**src/rtl/pdh_frame_core.sv**
```systemverilog
// pdh_frame_core: strobed PS command decoder, pipelined IQ rotator and
// decimated, length-bounded AXI-Stream frame generator for the PDH loop.
module pdh_frame_core #(
   parameter int ADC_W      = 14,
   parameter int DATA_W     = 16,
   parameter int ADC_INVERT = 1,
   parameter int DECIM_W    = 16,
   parameter int LEN_W      = 20
) (
   input  logic                clk,
   input  logic                rst_i,
   input  logic [ADC_W-1:0]    adc_a_i,
   input  logic [ADC_W-1:0]    adc_b_i,
   input  logic [31:0]         gpio_i,
   output logic [31:0]         gpio_o,
   output logic [4*DATA_W-1:0] m_tdata,
   output logic                m_tvalid,
   input  logic                m_tready,
   output logic                m_tlast,
   output logic                busy_o,
   output logic [7:0]          led_o
);

   localparam logic [3:0] CMD_NOP       = 4'd0;
   localparam logic [3:0] CMD_SET_LED   = 4'd1;
   localparam logic [3:0] CMD_SET_COEF  = 4'd2;
   localparam logic [3:0] CMD_COMMIT    = 4'd3;
   localparam logic [3:0] CMD_SET_DECIM = 4'd4;
   localparam logic [3:0] CMD_SET_LEN   = 4'd5;
   localparam logic [3:0] CMD_START     = 4'd6;
   localparam logic [3:0] CMD_ABORT     = 4'd7;
   localparam logic [3:0] CMD_STATUS    = 4'd8;
   localparam logic [3:0] CMD_READ_IQ   = 4'd9;

   localparam logic signed [2*DATA_W:0] SAT_MAX = {{(DATA_W+2){1'b0}}, {(DATA_W-1){1'b1}}};
   localparam logic signed [2*DATA_W:0] SAT_MIN = {{(DATA_W+2){1'b1}}, {(DATA_W-1){1'b0}}};
   localparam logic signed [DATA_W-1:0] COEF_ONE = {1'b0, {(DATA_W-1){1'b1}}};
   localparam logic signed [ADC_W:0]    ADC_MID  = {2'b01, {(ADC_W-1){1'b0}}};

   typedef enum logic [1:0] {
      ST_IDLE    = 2'd0,
      ST_CAPTURE = 2'd1,
      ST_FLUSH   = 2'd2
   } state_t;

   state_t state;

   logic strb_meta, strb_sync, strb_prev, strb_rise;
   logic        exec_q;
   logic [3:0]  cmd_q;
   logic [25:0] data_q;

   logic signed [DATA_W-1:0] cos_sh, sin_sh, cos_act, sin_act;
   logic signed [DATA_W-1:0] coef_wr, cos_new, sin_new;
   logic signed [ADC_W:0]    a_off, b_off, a_conv, b_conv;
   logic signed [DATA_W-1:0] sample_a, sample_b;
   logic signed [2*DATA_W-1:0] p_ca, p_sb, p_sa, p_cb;
   logic signed [2*DATA_W:0]   sum_i, sum_q, sh_i, sh_q;
   logic signed [DATA_W-1:0] i_next, q_next, i_q, q_q;

   logic [DECIM_W-1:0] decim, decim_cnt, decim_wr;
   logic [LEN_W-1:0]   len, sample_cnt;
   logic [15:0]        overflow_cnt;
   logic [7:0]         frame_cnt;
   logic               ovf_sticky;
   logic               due, handshake, out_free, last_sample, len_err;
   logic               unused_bits;

   assign unused_bits = ^{gpio_i[31], data_q};
   assign busy_o      = (state != ST_IDLE);

   // The strobe is asynchronous to clk: synchronise, then act only on its rising edge.
   always_ff @(posedge clk or posedge rst_i) begin
      if (rst_i) begin
         strb_meta <= 1'b0;
         strb_sync <= 1'b0;
         strb_prev <= 1'b0;
         exec_q    <= 1'b0;
         cmd_q     <= '0;
         data_q    <= '0;
      end else begin
         strb_meta <= gpio_i[30];
         strb_sync <= strb_meta;
         strb_prev <= strb_sync;
         exec_q    <= strb_rise;
         if (strb_rise) begin
            cmd_q  <= gpio_i[29:26];
            data_q <= gpio_i[25:0];
         end
      end
   end

   assign strb_rise = strb_sync & ~strb_prev;

   always_comb begin
      a_off = $signed({1'b0, adc_a_i}) - ADC_MID;
      b_off = $signed({1'b0, adc_b_i}) - ADC_MID;
      if (ADC_INVERT != 0) begin
         a_conv = -a_off;
         b_conv = -b_off;
      end else begin
         a_conv = a_off;
         b_conv = b_off;
      end
      sample_a = DATA_W'(a_conv);
      sample_b = DATA_W'(b_conv);
   end

   function automatic logic signed [DATA_W-1:0] sat_data(input logic signed [2*DATA_W:0] v);
      if (v > SAT_MAX)
         return SAT_MAX[DATA_W-1:0];
      else if (v < SAT_MIN)
         return SAT_MIN[DATA_W-1:0];
      else
         return v[DATA_W-1:0];
   endfunction

   always_comb begin
      sum_i  = (2*DATA_W+1)'(p_ca) - (2*DATA_W+1)'(p_sb);
      sum_q  = (2*DATA_W+1)'(p_sa) + (2*DATA_W+1)'(p_cb);
      sh_i   = sum_i >>> (DATA_W-1);
      sh_q   = sum_q >>> (DATA_W-1);
      i_next = sat_data(sh_i);
      q_next = sat_data(sh_q);
   end

   // Two-stage rotator: products, then scaled and saturated I/Q.
   always_ff @(posedge clk or posedge rst_i) begin
      if (rst_i) begin
         p_ca <= '0;
         p_sb <= '0;
         p_sa <= '0;
         p_cb <= '0;
         i_q  <= '0;
         q_q  <= '0;
      end else begin
         p_ca <= cos_act * sample_a;
         p_sb <= sin_act * sample_b;
         p_sa <= sin_act * sample_a;
         p_cb <= cos_act * sample_b;
         i_q  <= i_next;
         q_q  <= q_next;
      end
   end

   always_comb begin
      coef_wr     = DATA_W'($signed(data_q[15:0]));
      sin_new     = data_q[16] ? coef_wr : sin_sh;
      cos_new     = data_q[16] ? cos_sh : coef_wr;
      decim_wr    = (data_q[DECIM_W-1:0] == '0) ? DECIM_W'(1) : data_q[DECIM_W-1:0];
      len_err     = busy_o || (data_q[LEN_W-1:0] == '0);
      due         = (decim_cnt == decim - 1'b1);
      handshake   = m_tvalid & m_tready;
      out_free    = ~m_tvalid | m_tready;
      last_sample = (sample_cnt == len - 1'b1);
   end

   // Frame FSM and command execution; a command in the same cycle overrides the FSM.
   always_ff @(posedge clk or posedge rst_i) begin
      if (rst_i) begin
         state        <= ST_IDLE;
         gpio_o       <= '0;
         led_o        <= '0;
         m_tdata      <= '0;
         m_tvalid     <= 1'b0;
         m_tlast      <= 1'b0;
         cos_sh       <= COEF_ONE;
         sin_sh       <= '0;
         cos_act      <= COEF_ONE;
         sin_act      <= '0;
         decim        <= DECIM_W'(1);
         len          <= LEN_W'(1024);
         decim_cnt    <= '0;
         sample_cnt   <= '0;
         overflow_cnt <= '0;
         ovf_sticky   <= 1'b0;
         frame_cnt    <= '0;
      end else begin
         case (state)
            ST_CAPTURE: begin
               decim_cnt <= due ? '0 : decim_cnt + 1'b1;
               if (due && out_free) begin
                  m_tdata    <= {i_q, q_q, cos_act, sin_act};
                  m_tvalid   <= 1'b1;
                  m_tlast    <= last_sample;
                  sample_cnt <= sample_cnt + 1'b1;
                  if (last_sample)
                     state <= ST_FLUSH;
               end else begin
                  if (handshake) begin
                     m_tvalid <= 1'b0;
                     m_tlast  <= 1'b0;
                  end
                  if (due) begin
                     if (overflow_cnt != 16'hFFFF)
                        overflow_cnt <= overflow_cnt + 1'b1;
                     ovf_sticky <= 1'b1;
                  end
               end
            end
            ST_FLUSH: begin
               if (handshake) begin
                  m_tvalid  <= 1'b0;
                  m_tlast   <= 1'b0;
                  state     <= ST_IDLE;
                  frame_cnt <= frame_cnt + 1'b1;
               end
            end
            default: ;
         endcase

         if (exec_q) begin
            case (cmd_q)
               CMD_NOP: gpio_o <= '0;
               CMD_SET_LED: begin
                  led_o  <= data_q[7:0];
                  gpio_o <= {cmd_q, 20'b0, data_q[7:0]};
               end
               CMD_SET_COEF: begin
                  sin_sh <= sin_new;
                  cos_sh <= cos_new;
                  gpio_o <= {cmd_q, sin_new[DATA_W-1 -: 14], cos_new[DATA_W-1 -: 14]};
               end
               CMD_COMMIT: begin
                  cos_act <= cos_sh;
                  sin_act <= sin_sh;
                  gpio_o  <= {cmd_q, 28'd0};
               end
               CMD_SET_DECIM: begin
                  if (!busy_o)
                     decim <= decim_wr;
                  gpio_o <= {cmd_q, 28'(busy_o ? decim : decim_wr)};
               end
               CMD_SET_LEN: begin
                  if (!len_err)
                     len <= data_q[LEN_W-1:0];
                  gpio_o <= {cmd_q, 28'({len_err, 5'b0, (len_err ? len : data_q[LEN_W-1:0])})};
               end
               CMD_START: begin
                  if (!busy_o) begin
                     state        <= ST_CAPTURE;
                     decim_cnt    <= '0;
                     sample_cnt   <= '0;
                     overflow_cnt <= '0;
                     ovf_sticky   <= 1'b0;
                  end
                  gpio_o <= {cmd_q, 1'b0, busy_o, 25'b0, 1'b1};
               end
               CMD_ABORT: begin
                  state    <= ST_IDLE;
                  m_tvalid <= 1'b0;
                  m_tlast  <= 1'b0;
                  gpio_o   <= {cmd_q, 28'd0};
               end
               CMD_STATUS:
                  gpio_o <= {cmd_q, 1'b0, state, ovf_sticky, frame_cnt, overflow_cnt};
               CMD_READ_IQ:
                  gpio_o <= {cmd_q, 2'b0, i_q[DATA_W-1 -: 13], q_q[DATA_W-1 -: 13]};
               default: gpio_o <= '0;
            endcase
         end
      end
   end

endmodule

```
**config.mk**
```make
export PLATFORM = sky130hd
export DESIGN_NAME = pdh_frame_core
export DESIGN_NICKNAME = d
export VERILOG_FILES = /design/src/rtl/pdh_frame_core.sv
export SDC_FILE = /design/constraint.sdc
export NUM_CORES = 2
export LEC_CHECK = 0
export CAP_MARGIN = 5
export CORE_MARGIN = 2
export CORE_UTILIZATION = 47
export CTS_CLUSTER_DIAMETER = 120
export DETAILED_ROUTE_END_ITERATION = 8
export PLACE_DENSITY = 0.7
export SLEW_MARGIN = 20
export SYNTH_ARGS = -nofsm -noshare
export SYNTH_HDL_FRONTEND = slang
export SYNTH_SLANG_ARGS = --single-unit
```
**constraint.sdc**
```tcl
create_clock -name clk -period 34.2 [get_ports clk]
set_input_delay 5.13 -clock clk [delete_from_list [all_inputs] [get_ports clk]]
set_output_delay 5.13 -clock clk [all_outputs]
set_load 0.05 [all_outputs]
```
==> reports/metrics.yaml <==
critical_path:
  required_ns: 34.75
  cp_data_arrival_time_ns: 13.96
  reg2reg_from: "cos_act[11]$_DFFE_PP1P_"
  path_class: "primary input to register"
  slowest_delay_ns: 0.93
  path_common_cell: "fa_1"
  crit_path_start_kind: "primary input"
  crit_path_top_delay_cell: "nor4_2"
  end_kind: "register"
  r2r_slack_ns: 26.39
  r2r_end: "p_ca[29]$_DFF_PP0_"
  critPathMaxFanout: 17
  r2r_cells: 20
logic_synthesis:
  avgSynthCellArea_um2: 9.49
  ys_types: 78
  yosysSeqAreaShare_pct: 20.0
  ys_ff_latch: 453
  yosys.area.top_type_share_pct: 33.0
  syn_nets: 7414
  yosys-top-cells-area: "fa_1 33%, dfrtp_1 18%, ha_1 8.9%, inv_1 7.3%, nand2_1 5.8%"
  syn_area_um2: 57000
  synth_edf_count: 0
  ys.warnings.count: 0
  synth-async-reset-ratio_pct: 100
  syn_inst: 6004
  synth_ff_type: "dfrtp_1"
  yosysTopAreaCell: "fa_1"
global_route:
  grt_max_degree: 182
  antenna_found_initial: 4
  grt_usage_pct: 24.2
  overflow: 0
  grt_pass1_wl_um: 239000
  grt_pass1_vias: 43100
timing:
  finalSetupViolations: 0
  slew_violations: 0
  max_slew_margin_pct: 24.4
  fin_skew_ns: 0.0386
  fmax_mhz: 74.6
  hold_viol_final: 0
  min_period_over_period_pct: 39.2
  worst_pin_slew_ns: 1.13
  min_period_ns: 13.41
  grt_setup_unrepaired: "false"
  fin_setup_tns_ns: 0
min_path:
  hold_class: "register to register"
  hold_end: "strb_sync$_DFF_PP0_"
  hp-start: "strb_meta$_DFF_PP0_"
  min_path_cells: 0
route:
  drt-pass1-iter-count: 6
  drtIter0Drc: 3033
  vias: 41600
  wl_um: 147000
  routedWlPerCell_um: 19.1
  routed_via_density: 5.43
  ant_nets: 0
  drc: 0
clock_network:
  clkTransAtPathRegs_ns: 0.06
  cts_buffers: 56
  post_cts_resized: 0
  cts_tree: "done"
  htree_levels: 2
  cts_setup_buffers: 0
  clockRootBuffer: "clkbuf_16"
  cts_buffer_depth: 3
  insertion_delay_ns: 0.69
  cts.sink_count: 453
  cts-hold-fix-buffers: 0
pwr:
  p_sw_uw: 3100
  peakVddDrop_uv: 74.4
  powerDensity_nw_per_um2: 98.5
  pwr-share-clk_pct: 11.1
  seq_power_share_pct: 15.1
  combPwrFrac_pct: 73.9
  swShare_pct: 50.3
  intPower_uw: 3060
  p_leak_uw: 0.0317
final_layout:
  fin_nets: 7427
  syn_to_final_growth_pct: 9.72
  fin_util_pct: 52.0
  diodes: 0
  fillers: 10900
  drive_gt1_share_pct: 6.71
place:
  numPortBuffers: 162
  place.gp.congestion: 0.919
  hpwl_um: 109000
floorplanning:
  dieArea_um2: 124000
  start_util_pct: 47.4
  die_y_um: 352
  die_x_um: 352
  io_pins: 170
  row_count: 127
  core_um2: 120000
job:
  maxCapViolCount: 0
run_status:
  status: "complete, no violations"
## Yosys cell counts, types with 8 or more instances
cell       number
o21a_1         20
o21bai_1       24
fa_1          940
nor2b_1        11
nor3_1         51
a221oi_1       12
and3_1         28
nor4_1         27
clkbuf_1      268
o21ai_0       111
nand2_1       886
dfrtp_1       421
o31ai_1        14
buf_1          16
ha_1          407
a31oi_1        11
or3_1          34
nand2b_1       21
o2bb2ai_1      27
xnor2_1       167
xor2_1         90
a21o_1         64
nor3b_1         8
a21oi_1       184
a221o_1        16
inv_1        1109
nand4_1        24
or2_2          24
o211ai_1       18
and2_1        357
nor2_1        192
mux2_2        124
a22oi_1         8
mux2i_1        40
a22o_1         13
or4_1           9
a211oi_1       25
nand3_1        66
dfstp_2        32
## flip-flops by register name, summed over array words and instances, names as in the netlist, 4 cells and up
name	flops
q_q	16
cmd_q	4
p_sa	31
m_tdata	64
data_q	20
p_ca	31
sin_act	16
cos_sh	16
p_sb	31
sin_sh	16
sample_cnt	20
led_o	8
decim	16
cos_act	16
frame_cnt	8
i_q	16
len	20
overflow_cnt	16
p_cb	31
gpio_o	32
decim_cnt	16
## cell families after synthesis
family / share of synthesized area [%]
and+or+nand+nor: 14.5
buffers and inverters: 9.23
adders and majority gates: 42.0
AOI/OAI and AO/OA: 7.19
DFF: 20.0
xor gates and xnor gates: 3.95
muxes: 3.15
## power by group through the flow
stage	clock, uW	sequential [uW]	combinational, uW
after floorplan	0	860	3520
after global placement	0	930	4400
after detailed placement	0	935	4520
after CTS	696	927	4550
after global routing	718	942	5240
final	682	928	4550
## routing by layer
metal	track usage, %	wire, um
met5	0	0
met4	9.66	6610
met3	3.28	9800
met2	39.1	68300
met1	33.1	61900
## worst max-delay path, delay by kind of cell
kind	cells	cell delay [ns]
AOI/OAI and AO/OA	6	1.78
xor gates and xnor gates	1	0.68
adders and majority gates	7	3.18
buffers and inverters	4	1.00
muxes	1	0.14
and+or+nand+nor	6	2.02
## how the worst max path moves through the flow
stage | slack (ns) | start | depth (start not counted) | endpoint
finish | 20.79 | adc_b_i[2] | 25 | p_sb[30]$_DFF_PP0_
global route | 20.22 | adc_b_i[2] | 25 | p_sb[30]$_DFF_PP0_
CTS | 20.84 | adc_b_i[2] | 25 | p_sb[30]$_DFF_PP0_
detailed placement | 20.13 | adc_b_i[2] | 25 | p_sb[30]$_DFF_PP0_
global placement | 20.35 | adc_b_i[4] | 25 | p_sb[30]$_DFF_PP0_
floorplan | 16.50 | rst_i | 1 | cmd_q[0]$_DFFE_PP0P_
## per-stage QoR
stage	setup slack, ns	total power, uW	cells	hold slack (ns)	cell area [um^2]
final	20.79	6160	7675	0.356	62500
after global routing	20.22	6900	7675	0.378	62500
after CTS	20.84	6170	7675	0.362	62500
after detailed placement	20.13	5450	7571	0.354	60400
after global placement	20.35	5330	7571	0.334	60400
after floorplan	16.50	4380	6004	0.331	57000
## cell usage in the layout (no fill, tap or decap), types with 11 or more instances in the layout
master and n:
nand2b_1 21, nand2_1 886, inv_1 1108, and2_1 357
o21ai_0 111, clkbuf_16 56, o211ai_1 18, o2bb2ai_1 27
mux2i_1 40, bufinv_16 13, ha_1 407, nor2_1 191
buf_4 80, or2_2 24, a21o_1 64, o21bai_1 24
a221o_1 16, nand4_1 24, xnor2_2 16, nand3_1 65
clkdlybuf4s50_1 162, and3_1 28, or3_1 34, nor3_1 48
fa_1 940, a211oi_1 25, a21oi_1 184, a31oi_1 11
dfstp_2 32, a22o_1 13, xnor2_1 151, mux2_2 124
o21a_1 20, xor2_1 82, a221oi_1 12, dfrtp_1 420
nor4_1 24, o31ai_1 14
## final cells by class
cell class	count	area [um^2]	share of cell area [%]
multi-input combinational	4151	40600	64.9
sequential	453	11400	18.2
inverter	1111	4180	6.68
timing repair buffer	244	2260	3.62
tap	1612	2020	3.23
clock buffer	74	1550	2.48
clock inverter	30	556	0.889
No activity file was read; power rests on OpenSTA's default activity.
